**config.mk**
```make
export PLATFORM = sky130hd
export DESIGN_NAME = light_phase_arbiter
export DESIGN_NICKNAME = d
export VERILOG_FILES = /design/src/rtl/traffic_pkg.sv /design/src/rtl/rr_pick4.sv /design/src/rtl/light_phase_arbiter.sv
export SDC_FILE = /design/constraint.sdc
export NUM_CORES = 1
export LEC_CHECK = 0
export ABC_AREA = 0
export BUFFER_PORTS_ARGS = -buffer_cell sky130_fd_sc_hd__buf_4
export CAP_MARGIN = 20
export CORE_MARGIN = 2
export CORE_UTILIZATION = 50
export DETAILED_ROUTE_END_ITERATION = 7
export PLACE_DENSITY_LB_ADDON = 0.25
export SYNTH_ARGS = -nofsm -noshare
export SYNTH_HDL_FRONTEND = slang
export SYNTH_HIERARCHICAL = 1
export SYNTH_SLANG_ARGS = --single-unit
```
**constraint.sdc**
```tcl
create_clock -name clk -period 6.8 [get_ports clk]
set_input_delay 1.02 -clock clk [delete_from_list [all_inputs] [get_ports clk]]
set_output_delay 1.02 -clock clk [all_outputs]
set_load 0.02 [all_outputs]
```
**src/rtl/traffic_pkg.sv**
```systemverilog
// Shared light codes, FSM state codes and decode helpers for the
// four-approach intersection arbiter.
package traffic_pkg;

  localparam int NUM_APP = 4;

  typedef enum logic [1:0] {
    LT_RED    = 2'd0,
    LT_YELLOW = 2'd1,
    LT_GREEN  = 2'd2
  } light_e;

  typedef enum logic [1:0] {
    ST_GREEN  = 2'd0,
    ST_YELLOW = 2'd1,
    ST_ALLRED = 2'd2
  } state_e;

  // Only the owning approach shows a non-RED code; ALLRED shows RED everywhere.
  function automatic logic [2*NUM_APP-1:0] light_vec(input state_e st, input logic [1:0] idx);
    logic [2*NUM_APP-1:0] v;
    light_e code;
    v = {(2*NUM_APP){1'b0}};
    case (st)
      ST_GREEN:  code = LT_GREEN;
      ST_YELLOW: code = LT_YELLOW;
      default:   code = LT_RED;
    endcase
    for (int i = 0; i < NUM_APP; i++) begin
      if (i == int'(idx)) begin
        v[2*i +: 2] = code;
      end else begin
        v[2*i +: 2] = LT_RED;
      end
    end
    return v;
  endfunction

  function automatic logic [1:0] onehot_to_idx(input logic [NUM_APP-1:0] oh);
    logic [1:0] idx;
    case (oh)
      4'b0010: idx = 2'd1;
      4'b0100: idx = 2'd2;
      4'b1000: idx = 2'd3;
      default: idx = 2'd0;
    endcase
    return idx;
  endfunction

endpackage

```
**src/rtl/rr_pick4.sv**
```systemverilog
// Round-robin selector: first pending approach searching upward from
// current+1 (wrapping), returned one-hot; all-zero when nothing is pending.
module rr_pick4
  import traffic_pkg::*;
(
  input  logic [NUM_APP-1:0] pending,
  input  logic [1:0]         current,
  output logic [NUM_APP-1:0] next_oh
);

  logic [NUM_APP-1:0] rot_s;
  logic [NUM_APP-1:0] sel_s;

  // Rotate so the search origin is bit 0, take the lowest set bit, rotate back.
  always_comb begin
    rot_s   = 4'b0000;
    next_oh = 4'b0000;
    for (int i = 0; i < NUM_APP; i++) begin
      rot_s[i] = pending[2'(i + int'(current) + 1)];
    end
    casez (rot_s)
      4'b???1: sel_s = 4'b0001;
      4'b??10: sel_s = 4'b0010;
      4'b?100: sel_s = 4'b0100;
      4'b1000: sel_s = 4'b1000;
      default: sel_s = 4'b0000;
    endcase
    for (int i = 0; i < NUM_APP; i++) begin
      next_oh[2'(i + int'(current) + 1)] = sel_s[i];
    end
  end

endmodule

```
**src/rtl/light_phase_arbiter.sv**
```systemverilog
// Four-approach traffic light arbiter: GREEN -> YELLOW -> ALLRED cycle with
// min/max green timing, latched requests and round-robin hand-over.
module light_phase_arbiter
  import traffic_pkg::*;
#(
  parameter int GREEN_MIN = 4,
  parameter int GREEN_MAX = 8,
  parameter int YELLOW_T  = 2,
  parameter int ALLRED_T  = 1
) (
  input  logic                   clk,
  input  logic                   clear_n,
  input  logic [NUM_APP-1:0]     req,
  output logic [2*NUM_APP-1:0]   lights,
  output logic [NUM_APP-1:0]     grant,
  output logic [1:0]             phase
);

  localparam int TMAX_A = (GREEN_MAX > YELLOW_T) ? GREEN_MAX : YELLOW_T;
  localparam int TMAX   = (TMAX_A > ALLRED_T) ? TMAX_A : ALLRED_T;
  localparam int CW     = (TMAX < 2) ? 1 : $clog2(TMAX);

  localparam logic [CW-1:0] GMIN_M1 = CW'(GREEN_MIN - 1);
  localparam logic [CW-1:0] GMAX_M1 = CW'(GREEN_MAX - 1);
  localparam logic [CW-1:0] YEL_M1  = CW'(YELLOW_T - 1);
  localparam logic [CW-1:0] AR_M1   = CW'(ALLRED_T - 1);
  localparam logic [CW-1:0] CNT_0   = CW'(0);
  localparam logic [CW-1:0] CNT_1   = CW'(1);

  state_e               state_r, state_n_s;
  logic [1:0]           cur_r, cur_n_s;
  logic [1:0]           next_r, next_n_s;
  logic [CW-1:0]        count_r, count_n_s;
  logic [NUM_APP-1:0]   pending_r, pending_n_s;
  logic [2*NUM_APP-1:0] lights_r, lights_n_s;
  logic [NUM_APP-1:0]   grant_r, grant_n_s;
  logic [1:0]           phase_r, phase_n_s;
  logic [NUM_APP-1:0]   cur_oh_s, others_s, pick_s;

  assign cur_oh_s = 4'b0001 << cur_r;
  assign others_s = pending_r & ~cur_oh_s;

  rr_pick4 u_pick (
    .pending (others_s),
    .current (cur_r),
    .next_oh (pick_s)
  );

  // Next-state, counter, request latching and registered-output decode.
  always_comb begin
    state_n_s   = state_r;
    cur_n_s     = cur_r;
    next_n_s    = next_r;
    count_n_s   = count_r;
    pending_n_s = pending_r | req;
    case (state_r)
      ST_GREEN: begin
        // The approach holding GREEN never latches its own request.
        pending_n_s = pending_r | (req & ~cur_oh_s);
        if ((|others_s) &&
            (((count_r >= GMIN_M1) && !req[cur_r]) || (count_r == GMAX_M1))) begin
          state_n_s = ST_YELLOW;
          count_n_s = CNT_0;
          next_n_s  = onehot_to_idx(pick_s);
        end else if (count_r == GMAX_M1) begin
          count_n_s = count_r;
        end else begin
          count_n_s = count_r + CNT_1;
        end
      end
      ST_YELLOW: begin
        if (count_r == YEL_M1) begin
          state_n_s = ST_ALLRED;
          count_n_s = CNT_0;
        end else begin
          count_n_s = count_r + CNT_1;
        end
      end
      ST_ALLRED: begin
        if (count_r == AR_M1) begin
          state_n_s   = ST_GREEN;
          count_n_s   = CNT_0;
          cur_n_s     = next_r;
          pending_n_s = pending_n_s & ~(4'b0001 << next_r);
        end else begin
          count_n_s = count_r + CNT_1;
        end
      end
      default: begin
        state_n_s   = ST_GREEN;
        cur_n_s     = 2'd0;
        next_n_s    = 2'd0;
        count_n_s   = CNT_0;
        pending_n_s = 4'b0000;
      end
    endcase
    lights_n_s = light_vec(state_n_s, cur_n_s);
    grant_n_s  = (state_n_s == ST_ALLRED) ? 4'b0000 : (4'b0001 << cur_n_s);
    phase_n_s  = state_n_s;
  end

  // State, counters and output registers; reset lands on approach 0 GREEN.
  always_ff @(posedge clk or negedge clear_n) begin
    if (!clear_n) begin
      state_r   <= ST_GREEN;
      cur_r     <= 2'd0;
      next_r    <= 2'd0;
      count_r   <= CNT_0;
      pending_r <= 4'b0000;
      lights_r  <= 8'b00_00_00_10;
      grant_r   <= 4'b0001;
      phase_r   <= 2'd0;
    end else begin
      state_r   <= state_n_s;
      cur_r     <= cur_n_s;
      next_r    <= next_n_s;
      count_r   <= count_n_s;
      pending_r <= pending_n_s;
      lights_r  <= lights_n_s;
      grant_r   <= grant_n_s;
      phase_r   <= phase_n_s;
    end
  end

  assign lights = lights_r;
  assign grant  = grant_r;
  assign phase  = phase_r;

endmodule

```
### Yosys cells after proc, flatten, opt, wreduce, memory -nomap -nowiden

Cells that the tools add are included.

* shift operators: 3
* bitwise gates (word level): 9
* mux-type cells: 48
* add/subtract/negate cells: 7
* equality and inequality tests: 17
* reduce and logical (&&, ||, !) cells: 16
* order comparisons: 10

Operators by type and width (number)
* $mux W2: 9
* $and A4 B4 Y4: 4
* $lt A2 B4 Y1 const B: 4
* $pmux W4 S4: 1
* $mux W1: 13
* $bwmux W4: 3
* $mux W3: 4
* $pmux W2 S2: 3
* $pmux W2 S3: 2
* $pmux W4 S3: 1
* $shl A1 B2 Y4 const A: 3
* $bmux W1 S2: 5
* $pmux W3 S3: 1
* $demux W1 S2: 4
* $eq A4 B4 Y1 const B: 2
* $ge A2 B1 Y1 const B: 4
* $mux W4: 2
* $not A4 Y4: 2
* $or A4 B4 Y4: 2
* $add A2 B2 Y2 const B: 3
* $eq A2 B2 Y1 const B: 3
* $eq A3 B3 Y1 const B: 2
* $logic_and A1 B1 Y1: 6
* $logic_not A2 Y1: 3
* 20 further kinds: 24

* flip-flop bits (word level): 25
* output and inout port bits: 14

### Depth between registers and ports, before layout

* depth after elaboration: 16
* depth in mapped cells: 12
* mapped depth without buffers: 10

### Hierarchy

Netlist, hierarchy kept.

Modules (own cells, without submodules)
* light_phase_arbiter: sequential area each 628.1 µm², instances 1, area an instance 1516.5 µm², cells an instance 145
* rr_pick4: sequential area each 0.0 µm², instances 1, area an instance 599.3 µm², cells an instance 74

### Least setup slack after synthesis

OpenSTA, ideal clock, no wires.

* path type: reg2reg
* start: register cur_r[1]
* end: register next_r[0]
* data required time: 6.717 ns
* cell stages (with the launch flop): 13
* path slack: 4.144 ns
* arrival: 2.574 ns
* period minus slack after synthesis: 2.656 ns
* path through: dfrtp_1 buf_4 or2_1 and2_1 buf_2 mux4_2 o21ai_1 a31oi_1 a221o_1 xnor2_1 nor4_1 nand3_1 o21ai_0

* longest elaborated chain between the ends: 16

RTL lines
* start, declared: line light_phase_arbiter.sv:31 `logic [1:0] cur_r, cur_n_s;`
* start signal, assigned: line light_phase_arbiter.sv:115 `cur_r <= cur_n_s;`
* $shl A1 B2 Y4 *: line light_phase_arbiter.sv:40 `assign cur_oh_s = 4'b0001 << cur_r;`
* $not A4 Y4 *: line light_phase_arbiter.sv:41 `assign others_s = pending_r & ~cur_oh_s;`
* $and A4 B4 Y4 *: line light_phase_arbiter.sv:41
* named net others_s[0]: line light_phase_arbiter.sv:38 `logic [NUM_APP-1:0] cur_oh_s, others_s, pick_s;`
* $bmux W1 S2: line rr_pick4.sv:19 `rot_s[i] = pending[2'(i + int'(current) + 1)];`
* $mux W1 (implied by the code) (2 in a row): line rr_pick4.sv:19
* $eq A4 B4 Y1, or another cell as far along: line rr_pick4.sv:21 `casez (rot_s)`
* $pmux W4 S4 *: line rr_pick4.sv:21
* $and A4 B4 Y4 (no source line)
* $bwmux W4 (2 in a row): line rr_pick4.sv:29 `next_oh[2'(i + int'(current) + 1)] = sel_s[i];`
* $bwmux W4 *: line rr_pick4.sv:29
* named net pick_s[1]: line light_phase_arbiter.sv:38
* $eq A4 B4 Y1, or another cell as far along: line traffic_pkg.sv:41 `case (oh)`
* $pmux W2 S3 *: line traffic_pkg.sv:41
* $mux W2 *: line light_phase_arbiter.sv:60 `if ((|others_s) &&`
* $pmux W2 S2 *: line light_phase_arbiter.sv:56 `case (state_r)`
* end signal, assigned: line light_phase_arbiter.sv:116 `next_r <= next_n_s;`
* end, declared: line light_phase_arbiter.sv:32 `logic [1:0] next_r, next_n_s;`

Mark *: on every way through the listed nets, which the timed path passes. The rest lies on a longest branch. The select of a mux whose other input is x is not followed.
A chain may end at the register's enable or synchronous reset.

### Final worst setup path

* start: register cur_r[1]
* end: register next_r[0]

* longest elaborated chain between the ends: 16

RTL lines (line)
* parallel branches: the longest is 11 deep, another holds $add A1 B2 Y2
* $bwmux W4 *: rr_pick4.sv:29
* named net pick_s[3]: light_phase_arbiter.sv:38
* $eq A4 B4 Y1, or another cell as far along: traffic_pkg.sv:41
* $pmux W2 S3 *: traffic_pkg.sv:41
* $mux W2 *: light_phase_arbiter.sv:60
* $pmux W2 S2 *: light_phase_arbiter.sv:56

Mark *: on every way through the listed nets, which the timed path passes. The select of a mux whose other input is x is not followed.

==> impl_metrics.ini <==
[outcome]
run_status = complete, no violations

[power_and_ir_drop]
internal-power_mw = 0.4175
p_sw_share_pct = 46.68
clock_power_share_pct = 11.5
p_switching_mw = 0.3656
power.share.combinational_pct = 59.1
vdd_ir_drop_max_mv = 0.2105
power.leakage_nw = 0.9189
power_frac_seq_pct = 29.4
pwr_density_cell_nw_per_um2 = 345.8
post-layout-total-power_mw = 0.7830

[critical_path]
timing.rr.end = next_r[0]$_DFFE_PN0P_
worst_endpoint_data_arrival_time_ns = 3.53
worst_setup_path_endpoint = next_r[0]$_DFFE_PN0P_
cp.required_ns = 7.00
rrSetupSlack_ns = 3.46
crit_path_start = cur_r[1]$_DFF_PN0_
rr_startpoint = cur_r[1]$_DFF_PN0_
worst_setup_sp_type = flip-flop
worst-setup-path-type = reg2reg
reg2regPathDepth = 10
cp_max_fanout = 23
setup.worst_path.end_class = flip-flop

[clock_network]
cts_made_buffers = 3
clockRootBuffer = sky130_fd_sc_hd__clkbuf_8
clk_pin_slew_ns = 0.09
worst_skew_pair.late_latency_ns = 0.27
cts-hold-fix-buffers = 0
tritoncts = done
post_cts.repair.setup_buffers = 0
number_of_resized_instances_in_the_post_cts_repair_step = 0
clkSinkCount = 25
cts.htree.levels = 1
cts.path.max_buffers = 2

[cells_and_area]
nNetsFinal = 256
finish.utilization_pct = 56.21
final_cell_mix = 23 x sky130_fd_sc_hd__dfrtp_1, 20 x sky130_fd_sc_hd__buf_4, 18 x sky130_fd_sc_hd__ha_1
layout.cells.most_common = sky130_fd_sc_hd__dfrtp_1
insertedDiodeCount = 0
drive_gt1_share_pct = 19.48
area_delta_synth_final_pct = 7.037
finalNonFillerCells = 281

[logic_synthesis]
ys_seq_area_share_pct = 29.69
postSynthCellCount = 219
postSynthRegisterBits = 25
yosys.area.top_type_share_pct = 27.20
mapped_cell_area_sq_um = 2116
number_of_synthesized_flops_with_an_enable_pin = 0
yosysUniqueCellTypes = 68
yosysWarnings = 6
postSynthNetCount = 243
synth.avg_cell_area_sq_um = 9.661
yosys_top_cell_by_area = sky130_fd_sc_hd__dfrtp_1
synth_area_leaders = sky130_fd_sc_hd__dfrtp_1 27%, sky130_fd_sc_hd__ha_1 11%, sky130_fd_sc_hd__nand2b_1 3.0%
async_reset_ff_share_pct = 100.0
synthFlopType = sky130_fd_sc_hd__dfrtp_1

[floorplanning]
floorplan.rows = 23
die-area_sq_um = 4768
die_h_microns = 69.05
io-pin-count = 20
die_width_microns = 69.05
starting_density_of_the_core_pct = 52.52
core_box_area_sq_um = 4029

[sta]
final-max-slew-violation-count = 0
max_clock_freq_mhz = 299.6
grt_setup_unrepaired = no
worst_slew_slack_as_a_fraction_of_its_limit_pct = 57.88
final.setup.worst_slack_ns = 3.462
min_period_ns = 3.338
timing_hold_violations_final = 0
min_period_over_period_pct = 49.09
tightest_slew_ns = 0.6271
skew_ns = 0.009293
report.final.setup_viol = 0
fin_setup_tns_ns = 0

[min_path]
holdCritPathClass = reg2reg
min_delay_path_depth = 2

[detailed_routing]
detail_route.iter0.violations = 109
drtPass1Iterations = 4
postRouteWirelength_microns = 4404
number_of_vias_after_detailed_routing = 1688
route.detailed.wl_per_inst_microns = 15.67
detail_route.vias_per_cell = 6.007
number_of_drc_violations_after_detailed_routing = 0
final_antenna_net_count = 0

[global_route]
largest_net_degree_at_the_start_of_global_routing = 30
grt_usage_pct = 18.77
first_global_vias = 1505
grt_overflow_total = 0
grt_first_pass_wirelength_microns = 7458
antenna_found_initial = 0

[placed_design]
dp_cells = 277
pre_cts_slack_ns = 3.604
post-dp-hpwl_microns = 3197
numPortBuffers = 19
gpl.final_weighted_congestion = 0.8766

[run]
drv.max_cap_violation_count = 0
cell usage after synthesis, types with 4 or more instances:
cell type / n
sky130_fd_sc_hd__nand2b_1: 10
sky130_fd_sc_hd__a21oi_1: 10
sky130_fd_sc_hd__o31ai_1: 4
sky130_fd_sc_hd__and2_1: 5
sky130_fd_sc_hd__nor3_1: 8
sky130_fd_sc_hd__dfrtp_1: 23
sky130_fd_sc_hd__o21ai_0: 11
sky130_fd_sc_hd__inv_1: 13
sky130_fd_sc_hd__a31oi_1: 5
sky130_fd_sc_hd__nor2b_1: 5
sky130_fd_sc_hd__nand3_1: 5
sky130_fd_sc_hd__o211ai_1: 4
sky130_fd_sc_hd__buf_6: 4
sky130_fd_sc_hd__ha_1: 18
sky130_fd_sc_hd__nand2_1: 10
sky130_fd_sc_hd__nor2_1: 7
sky130_fd_sc_hd__a311oi_1: 5
worst max-delay path: stages, from the launching register on:
cell                        delay, ns
sky130_fd_sc_hd__dfrtp_1         0.71
sky130_fd_sc_hd__inv_1           0.20
sky130_fd_sc_hd__ha_1            0.73
sky130_fd_sc_hd__nor2b_1         0.10
sky130_fd_sc_hd__a2111oi_1       0.49
sky130_fd_sc_hd__o32ai_1         0.18
sky130_fd_sc_hd__o211ai_1        0.31
sky130_fd_sc_hd__xnor2_1         0.10
sky130_fd_sc_hd__nor4_1          0.21
sky130_fd_sc_hd__nand3_1         0.11
sky130_fd_sc_hd__o21ai_0         0.11
worst min path at each step:
stage	from	endpoint	slack (ns)
2_1_floorplan	count_r[1]$_DFFE_PN0P_	count_r[1]$_DFFE_PN0P_	0.50
3_3_place_gp	count_r[1]$_DFFE_PN0P_	count_r[1]$_DFFE_PN0P_	0.53
3_5_place_dp	count_r[1]$_DFFE_PN0P_	count_r[1]$_DFFE_PN0P_	0.57
4_1_cts	count_r[1]$_DFFE_PN0P_	count_r[1]$_DFFE_PN0P_	0.59
5_1_grt	count_r[1]$_DFFE_PN0P_	count_r[1]$_DFFE_PN0P_	0.62
6_report	count_r[1]$_DFFE_PN0P_	count_r[1]$_DFFE_PN0P_	0.58
area by class of cell:
cell class | count | area (sq um)
inverters | 14 | 52.55
clock inverters | 1 | 7.507
repair buffers | 20 | 150.1
fillers | 383 | 1764
well taps | 50 | 62.56
multi-input cells | 168 | 1323
clock buffers | 3 | 41.29
flip-flops and latches | 25 | 628.1
kinds of logic (layout without fill, tap and decap cells):
kind of cell / Yosys count / count (layout) / share of synthesized area, %
and+or+nand+nor: 75 / 75 / 22.53
AOI/OAI and AO/OA: 68 / 68 / 25.49
DFF: 25 / 25 / 29.69
adders and majority gates: 18 / 18 / 10.64
xor gates and xnor gates: 2 / 2 / 0.8281
muxes: 5 / 5 / 3.016
buffers and inverters: 26 / 38 / 7.806
power by group through the flow:
stage / clock network, mW / logic (mW) / registers [mW]
finish: 0.0897 / 0.463 / 0.230
global route: 0.0985 / 0.507 / 0.238
CTS: 0.0944 / 0.461 / 0.230
detailed placement: 0 / 0.459 / 0.234
global placement: 0 / 0.457 / 0.232
floorplan: 0 / 0.369 / 0.243
flip-flops by register name, summed over array words and instances, names as in the netlist:
signal	count
count_r	3
cur_r	2
grant	4
lights	8
next_r	2
pending_r	4
phase	2
per-stage QoR:
step	hold WS [ns]	cell area (sq um)
2_1_floorplan	0.4963	2116
3_3_place_gp	0.5264	2216
3_5_place_dp	0.5724	2216
4_1_cts	0.5910	2265
5_1_grt	0.6218	2265
6_report	0.5774	2265
routing by layer:
| layer | GRT usage, % | wire, microns | vias up |
|---|---|---|---|
| met4 | 2.614 | 22 | 0 |
| met3 | 3.509 | 218 | 5 |
| met5 | 0 | 0 | - |
| met1 | 27.38 | 2145 | 790 |
| li1 | - | - | 849 |
| met2 | 29.70 | 2018 | 44 |
Note: power is estimated with default switching activity, not from simulation.
